==> src/rtl/dsd_pkg.sv <==
// Shared constants and helpers for the DSD-to-PCM decimator.
package dsd_pkg;
  localparam int         CIC_ORDER   = 4;
  localparam logic [7:0] DSD_SILENCE = 8'h69;

  function automatic int cic_width(input int log2_decim);
    return CIC_ORDER * log2_decim + 2;
  endfunction

  function automatic logic signed [63:0] sat(input logic signed [63:0] value, input int out_w);
    logic signed [63:0] hi, lo;
    hi = (64'sd1 <<< (out_w - 1)) - 64'sd1;
    lo = -(64'sd1 <<< (out_w - 1));
    if (value > hi)      return hi;
    else if (value < lo) return lo;
    else                 return value;
  endfunction
endpackage

==> src/rtl/dsd_cic.sv <==
// One channel of 4th-order CIC decimation: +-1 input, scaled and saturated PCM out.
module dsd_cic
  import dsd_pkg::*;
#(
  parameter int LOG2_DECIM = 5,
  parameter int OUT_W      = 16
) (
  input  logic                    clk,
  input  logic                    reset,
  input  logic                    clear,
  input  logic                    tick_i,
  input  logic                    dump_i,
  input  logic                    bit_i,
  output logic signed [OUT_W-1:0] pcm_o
);
  localparam int W     = cic_width(LOG2_DECIM);
  localparam int SHIFT = CIC_ORDER * LOG2_DECIM - (OUT_W - 1);

  typedef logic signed [W-1:0] acc_t;

  acc_t integ_q [CIC_ORDER];
  acc_t integ_d [CIC_ORDER];
  acc_t dly_q   [CIC_ORDER];
  acc_t dly_d   [CIC_ORDER];
  acc_t comb    [CIC_ORDER+1];
  logic signed [63:0]      scaled, limited;
  logic signed [OUT_W-1:0] pcm_q, pcm_d;

  // Integrators chain combinationally, so the comb section sees this tick's sample.
  always_comb begin
    integ_d[0] = integ_q[0] + (bit_i ? acc_t'(1) : acc_t'(-1));
    for (int k = 1; k < CIC_ORDER; k++) integ_d[k] = integ_q[k] + integ_d[k-1];
    comb[0] = integ_d[CIC_ORDER-1];
    for (int k = 0; k < CIC_ORDER; k++) begin
      dly_d[k]   = comb[k];
      comb[k+1]  = comb[k] - dly_q[k];
    end
    scaled  = 64'(comb[CIC_ORDER]) >>> SHIFT;
    limited = sat(scaled, OUT_W);
    pcm_d   = limited[OUT_W-1:0];
  end

  always_ff @(posedge clk or posedge reset) begin
    if (reset) begin
      integ_q <= '{default: '0};
      dly_q   <= '{default: '0};
      pcm_q   <= '0;
    end else if (clear) begin
      integ_q <= '{default: '0};
      dly_q   <= '{default: '0};
      pcm_q   <= '0;
    end else begin
      if (tick_i) integ_q <= integ_d;
      if (dump_i) begin
        dly_q <= dly_d;
        pcm_q <= pcm_d;
      end
    end
  end

  assign pcm_o = pcm_q;
endmodule

==> src/rtl/dsd_decimator.sv <==
// Interleaved DSD byte fetch, per-bit playout and per-channel CIC decimation to PCM.
module dsd_decimator
  import dsd_pkg::*;
#(
  parameter int CHANNELS   = 2,
  parameter int LOG2_DECIM = 5,
  parameter int OUT_W      = 16
) (
  input  logic                      clk,
  input  logic                      reset,
  input  logic                      clear,
  input  logic                      enable,
  input  logic                      lsb_first,
  input  logic                      dsd_tick,
  input  logic                      in_valid,
  output logic                      in_ready,
  input  logic [7:0]                in_data,
  output logic                      pcm_valid,
  output logic [CHANNELS*OUT_W-1:0] pcm,
  output logic [15:0]               underrun_cnt
);
  localparam int            PW      = (CHANNELS > 1) ? $clog2(CHANNELS) : 1;
  localparam logic [PW-1:0] LAST_CH = PW'(CHANNELS - 1);

  logic [PW-1:0]            chan_ptr_q, chan_ptr_d;
  logic                     next_full_q, next_full_d;
  logic [CHANNELS-1:0][7:0] cur_q, cur_d, next_q, next_d;
  logic [2:0]               bitpos_q, bitpos_d;
  logic [LOG2_DECIM-1:0]    dec_cnt_q, dec_cnt_d;
  logic                     lsb_q, lsb_d;
  logic [15:0]              under_q, under_d;
  logic                     pcm_valid_q;
  logic                     tick, accept, dump;
  logic [CHANNELS-1:0]      dsd_bit;

  assign in_ready     = !next_full_q;
  assign tick         = dsd_tick & enable & ~clear;
  assign accept       = in_valid & ~next_full_q & ~clear;
  assign dump         = tick & (dec_cnt_q == '1);
  assign pcm_valid    = pcm_valid_q;
  assign underrun_cnt = under_q;

  // A byte-boundary load needs next_full, an accept needs !next_full, so they never collide.
  always_comb begin
    chan_ptr_d  = chan_ptr_q;
    next_full_d = next_full_q;
    cur_d       = cur_q;
    next_d      = next_q;
    bitpos_d    = bitpos_q;
    dec_cnt_d   = dec_cnt_q;
    lsb_d       = lsb_q;
    under_d     = under_q;
    if (accept) begin
      next_d[chan_ptr_q] = in_data;
      if (chan_ptr_q == LAST_CH) begin
        chan_ptr_d  = '0;
        next_full_d = 1'b1;
      end else begin
        chan_ptr_d = chan_ptr_q + 1'b1;
      end
    end
    if (tick) begin
      bitpos_d  = bitpos_q + 3'd1;
      dec_cnt_d = dec_cnt_q + 1'b1;
      if (bitpos_q == 3'd7) begin
        lsb_d = lsb_first;
        if (next_full_q) begin
          cur_d       = next_q;
          next_full_d = 1'b0;
        end else begin
          cur_d = {CHANNELS{DSD_SILENCE}};
          if (under_q != 16'hFFFF) under_d = under_q + 16'd1;
        end
      end
    end
  end

  always_ff @(posedge clk or posedge reset) begin
    if (reset) begin
      chan_ptr_q  <= '0;
      next_full_q <= 1'b0;
      cur_q       <= {CHANNELS{DSD_SILENCE}};
      next_q      <= '0;
      bitpos_q    <= '0;
      dec_cnt_q   <= '0;
      lsb_q       <= 1'b0;
      pcm_valid_q <= 1'b0;
      under_q     <= '0;
    end else begin
      under_q <= under_d;
      if (clear) begin
        chan_ptr_q  <= '0;
        next_full_q <= 1'b0;
        cur_q       <= {CHANNELS{DSD_SILENCE}};
        next_q      <= '0;
        bitpos_q    <= '0;
        dec_cnt_q   <= '0;
        lsb_q       <= 1'b0;
        pcm_valid_q <= 1'b0;
      end else begin
        chan_ptr_q  <= chan_ptr_d;
        next_full_q <= next_full_d;
        cur_q       <= cur_d;
        next_q      <= next_d;
        bitpos_q    <= bitpos_d;
        dec_cnt_q   <= dec_cnt_d;
        lsb_q       <= lsb_d;
        pcm_valid_q <= dump;
      end
    end
  end

  for (genvar c = 0; c < CHANNELS; c++) begin : g_ch
    assign dsd_bit[c] = cur_q[c][lsb_q ? bitpos_q : 3'd7 - bitpos_q];

    dsd_cic #(.LOG2_DECIM(LOG2_DECIM), .OUT_W(OUT_W)) u_cic (
      .clk    (clk),
      .reset  (reset),
      .clear  (clear),
      .tick_i (tick),
      .dump_i (dump),
      .bit_i  (dsd_bit[c]),
      .pcm_o  (pcm[c*OUT_W +: OUT_W])
    );
  end
endmodule

==> config.mk <==
export PLATFORM = sky130hd
export DESIGN_NAME = dsd_decimator
export DESIGN_NICKNAME = d
export VERILOG_FILES = /design/src/rtl/dsd_pkg.sv /design/src/rtl/dsd_cic.sv /design/src/rtl/dsd_decimator.sv
export SDC_FILE = /design/constraint.sdc
export NUM_CORES = 1
export LEC_CHECK = 0
export ABC_AREA = 1
export BUFFER_PORTS_ARGS = -buffer_cell sky130_fd_sc_hd__buf_2
export CORE_MARGIN = 5
export CORE_UTILIZATION = 34
export CTS_CLUSTER_SIZE = 30
export DETAILED_ROUTE_END_ITERATION = 16
export GPL_ROUTABILITY_DRIVEN = 0
export GPL_TIMING_DRIVEN = 0
export PLACE_DENSITY = 0.61
export SYNTH_ARGS = -nofsm -noshare
export SYNTH_HDL_FRONTEND = slang
export SYNTH_SLANG_ARGS = --single-unit
==> constraint.sdc <==
create_clock -name clk -period 12.1 [get_ports clk]
set_input_delay 0 -clock clk [delete_from_list [all_inputs] [get_ports clk]]
set_output_delay 0 -clock clk [all_outputs]
set_load 0.01 [all_outputs]
==> results of run 1 <==
synthesized netlist by cell type, types with 76 or more instances:
cell      instances
a21oi_1         292
a22o_1           76
clkbuf_1         77
dfrtp_1         436
ha_1            311
inv_1           554
nand2_1         770
nand3_1         201
nor2_1           98
o21ai_0         286
o22ai_1         112
xnor2_1          80
xor2_1          233
worst max path at each step:
stage | end | depth (start not counted) | slack [ns] | start
after floorplan | g_ch[0].u_cic.pcm_o[3]$_DFFE_PP0P_ | 68 | 2.36 | lsb_q$_DFFE_PP0P_
after global placement | g_ch[0].u_cic.pcm_o[4]$_DFFE_PP0P_ | 67 | 0.46 | lsb_q$_DFFE_PP0P_
after detailed placement | g_ch[1].u_cic.pcm_o[14]$_DFFE_PP0P_ | 66 | 0.30 | bitpos_q[0]$_DFFE_PP0P_
after CTS | g_ch[1].u_cic.pcm_o[14]$_DFFE_PP0P_ | 66 | 0.29 | bitpos_q[0]$_DFFE_PP0P_
after global routing | g_ch[0].u_cic.pcm_o[6]$_DFFE_PP0P_ | 66 | 0.02 | bitpos_q[0]$_DFFE_PP0P_
final | g_ch[0].u_cic.pcm_o[6]$_DFFE_PP0P_ | 67 | 1.08 | bitpos_q[0]$_DFFE_PP0P_
routing by layer:
| metal | GRT usage, % | vias up | part of all wire [%] |
|---|---|---|---|
| li1 | - | 13020 | - |
| met1 | 20.11 | 11920 | 47 |
| met2 | 26.19 | 279 | 48 |
| met3 | 1.874 | 85 | 3.1 |
| met4 | 3.338 | 0 | 2.0 |
| met5 | 0 | - | 0 |
per-stage QoR:
step | hold WS (ns) | util, % | setup slack [ns]
4_1_cts | 0.09487 | 38.65 | 0.2891
6_report | 0.09690 | 38.80 | 1.081
3_3_place_gp | 0.2838 | 36.31 | 0.4611
3_5_place_dp | 0.02253 | 36.60 | 0.3005
5_1_grt | 0.1367 | 38.79 | 0.01586
2_1_floorplan | 0.1501 | - | 2.357
flip-flops by register name (all words and copies together) (netlist names):
name                flops
bitpos_q                3
chan_ptr_q              1
cur_q                  16
dec_cnt_q               5
g_ch.u_cic.dly_q      176
g_ch.u_cic.integ_q    176
g_ch.u_cic.pcm_o       32
lsb_q                   1
next_full_q             1
next_q                 16
pcm_valid               1
underrun_cnt           16
kinds of logic (layout without fill, tap and decap cells):
| group | after synthesis | after routing | share of synthesized area [%] |
|---|---|---|---|
| and+or+nand+nor | 1205 | 1205 | 17.02 |
| AOI/OAI and AO/OA | 877 | 877 | 16.50 |
| buffers and inverters | 658 | 842 | 8.234 |
| DFF | 444 | 444 | 35.94 |
| adders and majority gates | 323 | 323 | 13.35 |
| xor gates and xnor gates | 314 | 314 | 8.913 |
| muxes | 1 | 1 | 0.03639 |
| other | 0 | 1 | 0 |
area by class of cell:
type	instances	share of cell area (%)
clock inverter	17	0.6869
clock buffer	74	4.211
sequential	444	31.80
inverter	565	6.082
timing repair buffer	93	2.111
antenna	1	0.007155
tap	1176	4.207
multi-input combinational	2720	49.69
buffer	93	1.213
timing repair:
| action | in CTS | in global routing |
|---|---|---|
| hold endpoints to repair | 176 | 0 |
| setup buffers | 0 | 3 |
| setup endpoints to repair | 0 | 32 |
| gates resized for setup | 0 | 46 |
| hold buffers | 14 | 0 |
critical path: cells and delay by family, from the launching register on:
family / cells / cell delay, ns
flip-flops: 1 / 0.46
XOR/XNOR: 5 / 1.12
AO/OA/AOI/OAI: 10 / 1.91
AND/OR/NAND/NOR: 31 / 3.83
buffers and inverters: 13 / 1.01
adder cells (fa/ha/maj): 8 / 2.61
==> flow_summary.ini, run 1 <==
[run_status]
status = finished clean

[hold_path]
holdPathEnd = lsb_q$_DFFE_PP0P_
min_path_cells = 4
hp-class = in -> reg
holdCritStartpoint = clear

[synthesis]
synth_top_area_share_pct = 35.26
synth_nets = 4160
synth.largest_area_cell = dfrtp_1
synthArstFlopShare_pct = 100.0
syn-cell-area_um2 = 30940
synth_edf_count = 0
avgSynthCellArea_um2 = 8.095
synthTopCellsByArea = dfrtp_1, ha_1, nand2_1
yosysSeqAreaShare_pct = 35.94
ys.flop_type = dfrtp_1
ys_warn_count = 0
synth_seq_cells = 444
synthCells = 3822
synthDistinctLibCells = 59

[floorplanning]
coreArea_um2 = 90150
die_h_um = 311.7
io_pins = 65
dieWidth_um = 311.7
fp-row-count = 110
die_area_um2 = 97130
initial_core_util_pct = 34.32

[worst_setup_path]
rr_worst_depth = 67
cpMostUsedCell = nand2_1
cp_data_arrival_time_ns = 11.55
slowest_delay_ns = 0.46
reg2reg_slack_ns = 1.08
path_max_fanout = 10
cp-end-kind = register
crit_type = reg -> reg
worst_ep_required_time_ns = 12.63
reg2reg_to = g_ch[0].u_cic.pcm_o[6]$_DFFE_PP0P_
critPathSlowestCell = dfrtp_1
setup.worst_path.start_class = register
r2r-start = bitpos_q[0]$_DFFE_PP0P_

[clocking]
cts_tree = done
cts.sinks = 444
worstSkewPairLatency_ns = 0.60
cts_root_buf = clkbuf_16
clk_path_buf_depth = 3
clk_pin_slew_ns = 0.06
h-tree-depth = 2
cts_buffers = 50

[timing]
worstMarginPinSlew_ns = 1.126
min_period_over_period_pct = 91.06
hold_violations = 0
skew_ns = 0.01735
timing.fmax_ghz = 0.09075
period_minus_slack_ns = 11.02
setup_viol_count_final = 0
maxSlewHeadroom_pct = 24.67
rsz0062_at_grt = no
tns_ns = 0
drv_slew = 0

[route]
drc = 0
drt-vias-per-instance = 4.883
wl_per_cell_um = 14.39
drt_iter0_drc = 1246
detail-route-antenna-nets = 0
via_count = 25310
wl_mm = 74.59
dr.pass1.iters = 5

[global_routing]
grt_pass1_wl_mm = 124.5
track_usage_pct = 15.04
antenna_found_initial = 1
gr-total-overflow = 0
grt_pass1_vias = 25010
grt_max_degree = 42

[job]
drv_cap = 0

[placed_design]
dp_hpwl_mm = 57.16
io_buffers = 63
dp.cells = 5074
place_area_um2 = 32990

[cells_and_area]
layout_common_cells = nand2_1, inv_1, dfrtp_1
fin_nets = 4305
syn_to_final_growth_pct = 13.04
area.sequential_um2 = 11120
fin_cells = 5183
drive_gt1_share_pct = 7.838
multi_input_area_um2 = 17380
final_common_cell = nand2_1
fin_area_um2 = 34970
fillerInstances = 9171
Power of run 1 is left out: the tool's default activity adds up to more than one toggle a clock period on the data nets, which glitch-free logic cannot reach.
==> inputs of run 2 (changes only) <==
- CORE_UTILIZATION: 34 -> 30
- PLACE_DENSITY: 0.61 -> 0.57
- REMOVE_ABC_BUFFERS: default -> 1
==> run 2 against run 1 <==
Against the previous run:
- die area rose by 13%
- first-iteration DRC count fell by 11%
- via count fell by 2.3%
- global-route usage fell by 2.9 points
- register-to-register slack barely moved
- routed wire length fell by 10%
- largest cell class unchanged
- critical endpoint is now g_ch[1].u_cic.pcm_o[2]$_DFFE_PP0P_
- non-clock buffer count fell by 77
==> flow_summary.ini, run 2 (synthesis gave the netlist of run 1 again) <==
[cells_and_area]
final_common_cell = nand2_1
fin_area_um2 = 35260
antennaDiodeCount = 0
drive_gt1_share_pct = 8.251
fillerInstances = 10860
layout_common_cells = nand2_1, inv_1, dfrtp_1
multi_input_area_um2 = 17460
fin_nets = 4234
syn_to_final_growth_pct = 13.95
area.sequential_um2 = 11120

[clocking]
cts_buffers = 55
cts.sinks = 444
cts_tree = done
h-tree-depth = 2
worstSkewPairLatency_ns = 0.64
clk_pin_slew_ns = 0.06
cts_root_buf = clkbuf_16
clk_path_buf_depth = 3

[timing]
worstMarginPinSlew_ns = 0.8970
maxSlewHeadroom_pct = 40.06
min_period_over_period_pct = 91.10
timing.fmax_ghz = 0.09072
drv_slew = 0
setup_viol_count_final = 0
tns_ns = 0
skew_ns = 0.04344
hold_violations = 0
period_minus_slack_ns = 11.02

[route]
via_count = 24730
dr.pass1.iters = 6
detail-route-antenna-nets = 0
drc = 0
drt-vias-per-instance = 4.661
wl_per_cell_um = 12.64
drt_iter0_drc = 1114
wl_mm = 67.10

[floorplanning]
dieWidth_um = 331.1
fp-row-count = 117
initial_core_util_pct = 30.28
io_pins = 65
coreArea_um2 = 102200
die_h_um = 331.1
die_area_um2 = 109700

[worst_setup_path]
cpMostUsedCell = nand2_1
worst_ep_required_time_ns = 12.62
setup.worst_path.start_class = register
crit_type = reg -> reg
critPathSlowestCell = dfrtp_2
critical-path-top-delay-family = compound AO/OA/AOI/OAI gates
path_max_fanout = 17
cp_data_arrival_time_ns = 11.54
slowest_delay_ns = 0.47
crit_buf_inv = 6
cp-end-kind = register

[global_routing]
grt_pass1_wl_mm = 115.1
grt_max_degree = 114
gr-total-overflow = 0
antenna_found_initial = 0
track_usage_pct = 12.13
grt_pass1_vias = 23690

[placed_design]
io_buffers = 64
dp_hpwl_mm = 47.45
place_area_um2 = 33030

[run_status]
status = finished clean

[hold_path]
hp-class = in -> reg

[job]
drv_cap = 0
[run 2: cell count changes in the layout (fill, tap and decap cells not counted), sizes merged]
cell | before | now
diode | 1 | 0
clkinv | 8 | 12
nand2 | 830 | 831
bufinv | 5 | 3
buf | 93 | 91
dlygate4sd3 | 14 | 18
inv | 562 | 563
clkbuf | 151 | 85
clkinvlp | 7 | 2
dlygate4sd1 | 2 | 0
[run 2: cell type report]
class,count,area share (%)
Clock buffer,85,4.621
Clock inverter,15,0.5536
Inverter,565,6.069
Multi-Input combinational cell,2721,49.51
Sequential cell,444,31.55
Tap cell,1368,4.855
Timing Repair Buffer,109,2.839
[run 2: path summary, 6_finish.rpt]
path	startpoint	cells after the start	slack [ns]	end
hold reg to reg	dec_cnt_q[3]$_DFFE_PP0P_	1	0.46	dec_cnt_q[3]$_DFFE_PP0P_
hold / removal	in_data[5]	4	0.21	next_q[5]$_DFFE_PP0P_
min in group asynchronous	reset	4	0.58	g_ch[0].u_cic.pcm_o[4]$_DFFE_PP0P_
setup reg to reg	lsb_q$_DFFE_PP0P_	64	1.08	g_ch[1].u_cic.pcm_o[2]$_DFFE_PP0P_
setup / recovery	lsb_q$_DFFE_PP0P_	64	1.08	g_ch[1].u_cic.pcm_o[2]$_DFFE_PP0P_
max in group asynchronous	reset	7	9.69	lsb_q$_DFFE_PP0P_
[run 2: worst min-delay path: stages]
cell and delay [ns]:
dlygate4sd3_1 0.53, buf_2 0.12, inv_1 0.06, o22ai_1 0.08
[run 2: layer usage]
metal	track usage [%]	vias up	share of wire (%)
met1	16.94	11560	50
met4	2.438	0	1.8
met5	0	-	0
li1	-	12900	-
met2	20.14	207	45
met3	1.773	71	2.6
[run 2: timing repair]
item | CTS | global route
cloned | 0 | 1
gates resized for setup | 1 | 41
hold buffers | 18 | 0
setup buffers | 0 | 8
endpoints found under the setup margin | 15 | 32
hold endpoints to repair | 271 | 0
pin swaps | 0 | 4
[run 2: metrics by stage]
step,hold WS (ns),util (%),setup WS (ns),cells
after floorplan,0.1501,-,-1.902,3729
after global placement,0.2770,31.85,-17.79,5161
after detailed placement,0.08134,32.33,-0.03981,5180
after CTS,0.1638,34.29,0.04022,5298
after global routing,0.2028,34.50,-0.01548,5307
final,0.2136,34.50,1.077,5307
Power of run 2 is left out for the same reason.
==> inputs of run 3 (changes only) <==
- CTS_BUF_LIST: default -> sky130_fd_sc_hd__clkbuf_4 sky130_fd_sc_hd__clkbuf_8 sky130_fd_sc_hd__clkbuf_16
==> run 3 against run 2 <==
Against the previous run:
- sequential share of layout area hardly changed
- non-clock buffer count is 1 lower
- via count is 0.13% higher
- global-route usage hardly changed
- worst setup slack better by 0.016 ns
- die area stayed put
- clock-buffer cell count stayed put
- design area is 0.14% higher
- core utilization hardly changed
- first-iteration DRC count is 2.3% higher
- maximum frequency is 0.15% higher
==> flow_summary.ini, run 3 (synthesis gave the netlist of run 1 again) <==
[clocking]
clk_pin_slew_ns = 0.06
clk_path_buf_depth = 3
cts.sinks = 444
h-tree-depth = 2
worstSkewPairLatency_ns = 0.64
cts_buffers = 55
cts_root_buf = clkbuf_16
cts_tree = done

[timing]
timing.fmax_ghz = 0.09085
maxSlewHeadroom_pct = 40.23
drv_slew = 0
worstMarginPinSlew_ns = 0.8945
min_period_over_period_pct = 90.97
skew_ns = 0.04224
hold_violations = 0
tns_ns = 0
period_minus_slack_ns = 11.01
setup_viol_count_final = 0
layout_setup_ws_ns = 1.093

[worst_setup_path]
setup.worst_path.start_class = register
cpMostUsedCell = nand2_1
path_max_fanout = 17
slowest_delay_ns = 0.47
critical-path-top-delay-family = compound AO/OA/AOI/OAI gates
critPathSlowestCell = dfrtp_2
crit_type = reg -> reg
cp-end-kind = register
crit_buf_inv = 6
worst_ep_required_time_ns = 12.62
cp_data_arrival_time_ns = 11.52

[run_status]
status = finished clean

[route]
drt_iter0_drc = 1140
drc = 0
via_count = 24770
wl_mm = 67.11
dr.pass1.iters = 5
wl_per_cell_um = 12.65
detail-route-antenna-nets = 0
drt-vias-per-instance = 4.668

[placed_design]
dpl_worst_slack_ns = -0.03981
dp_hpwl_mm = 47.45
place_area_um2 = 33030
io_buffers = 64

[floorplanning]
fp-row-count = 117
coreArea_um2 = 102200
die_area_um2 = 109700
initial_core_util_pct = 30.28
die_h_um = 331.1
io_pins = 65
dieWidth_um = 331.1

[cells_and_area]
final_common_cell = nand2_1
layout_common_cells = nand2_1, inv_1, dfrtp_1
fin_area_um2 = 35310
syn_to_final_growth_pct = 14.11
fin_nets = 4233
drive_gt1_share_pct = 8.659
antennaDiodeCount = 0

[global_routing]
track_usage_pct = 12.13
gr-total-overflow = 0
antenna_found_initial = 0
grt_max_degree = 114
grt_pass1_wl_mm = 115.1
grt_pass1_vias = 23690

[job]
drv_cap = 0

[hold_path]
hp-class = in -> reg
## run 3: cell count changes in the layout (fill, tap and decap cells not counted), sizes merged
cell	previous run	this run
dlygate4sd3	18	17
## run 3: repair_timing
action	in CTS	in global routing
gates cloned	0	1
endpoints found under the setup margin	15	32
pin swaps	0	4
setup buffers	0	8
resized for setup	1	41
hold buffers	17	0
endpoints found under the hold margin	270	0
## run 3: per-stage QoR
step | utilization (%) | cells | hold WS [ns]
final | 34.55 | 5306 | 0.2124
after global routing | 34.55 | 5306 | 0.2055
after CTS | 34.34 | 5297 | 0.1676
after detailed placement | 32.33 | 5180 | 0.08134
after global placement | 31.85 | 5161 | 0.2770
after floorplan | - | 3729 | 0.1501
## run 3: path summary, 6_finish.rpt
check | from | end | slack, ns | cells after the start
setup / recovery | lsb_q$_DFFE_PP0P_ | g_ch[1].u_cic.pcm_o[2]$_DFFE_PP0P_ | 1.09 | 64
hold / removal | in_data[5] | next_q[5]$_DFFE_PP0P_ | 0.21 | 4
setup reg to reg | lsb_q$_DFFE_PP0P_ | g_ch[1].u_cic.pcm_o[2]$_DFFE_PP0P_ | 1.09 | 64
hold reg to reg | dec_cnt_q[3]$_DFFE_PP0P_ | dec_cnt_q[3]$_DFFE_PP0P_ | 0.46 | 1
max in group asynchronous | reset | lsb_q$_DFFE_PP0P_ | 9.69 | 7
min in group asynchronous | reset | g_ch[0].u_cic.pcm_o[4]$_DFFE_PP0P_ | 0.58 | 4
## run 3: final cells by class
| class | count | area [um2] |
|---|---|---|
| clock buffer | 85 | 1689 |
| clock inverter | 15 | 195.2 |
| fill | 10840 | 66880 |
| inverter | 565 | 2140 |
| multi-input combinational | 2721 | 17460 |
| sequential | 444 | 11120 |
| tap | 1368 | 1712 |
| timing repair buffer | 108 | 991.0 |
## run 3: per-layer routing
layer | vias up | wire (um) | global-route usage (%)
li1 | 12900 | - | -
met1 | 11580 | 33590 | 16.95
met2 | 220 | 30390 | 20.14
met3 | 72 | 1874 | 1.773
met4 | 0 | 1256 | 2.420
met5 | - | 0 | 0
## run 3: tightest hold or removal path: stages
cell and delay (ns):
dlygate4sd3_1 0.53, buf_2 0.12, inv_1 0.06, o22ai_1 0.08
Power of run 3 is left out for the same reason.
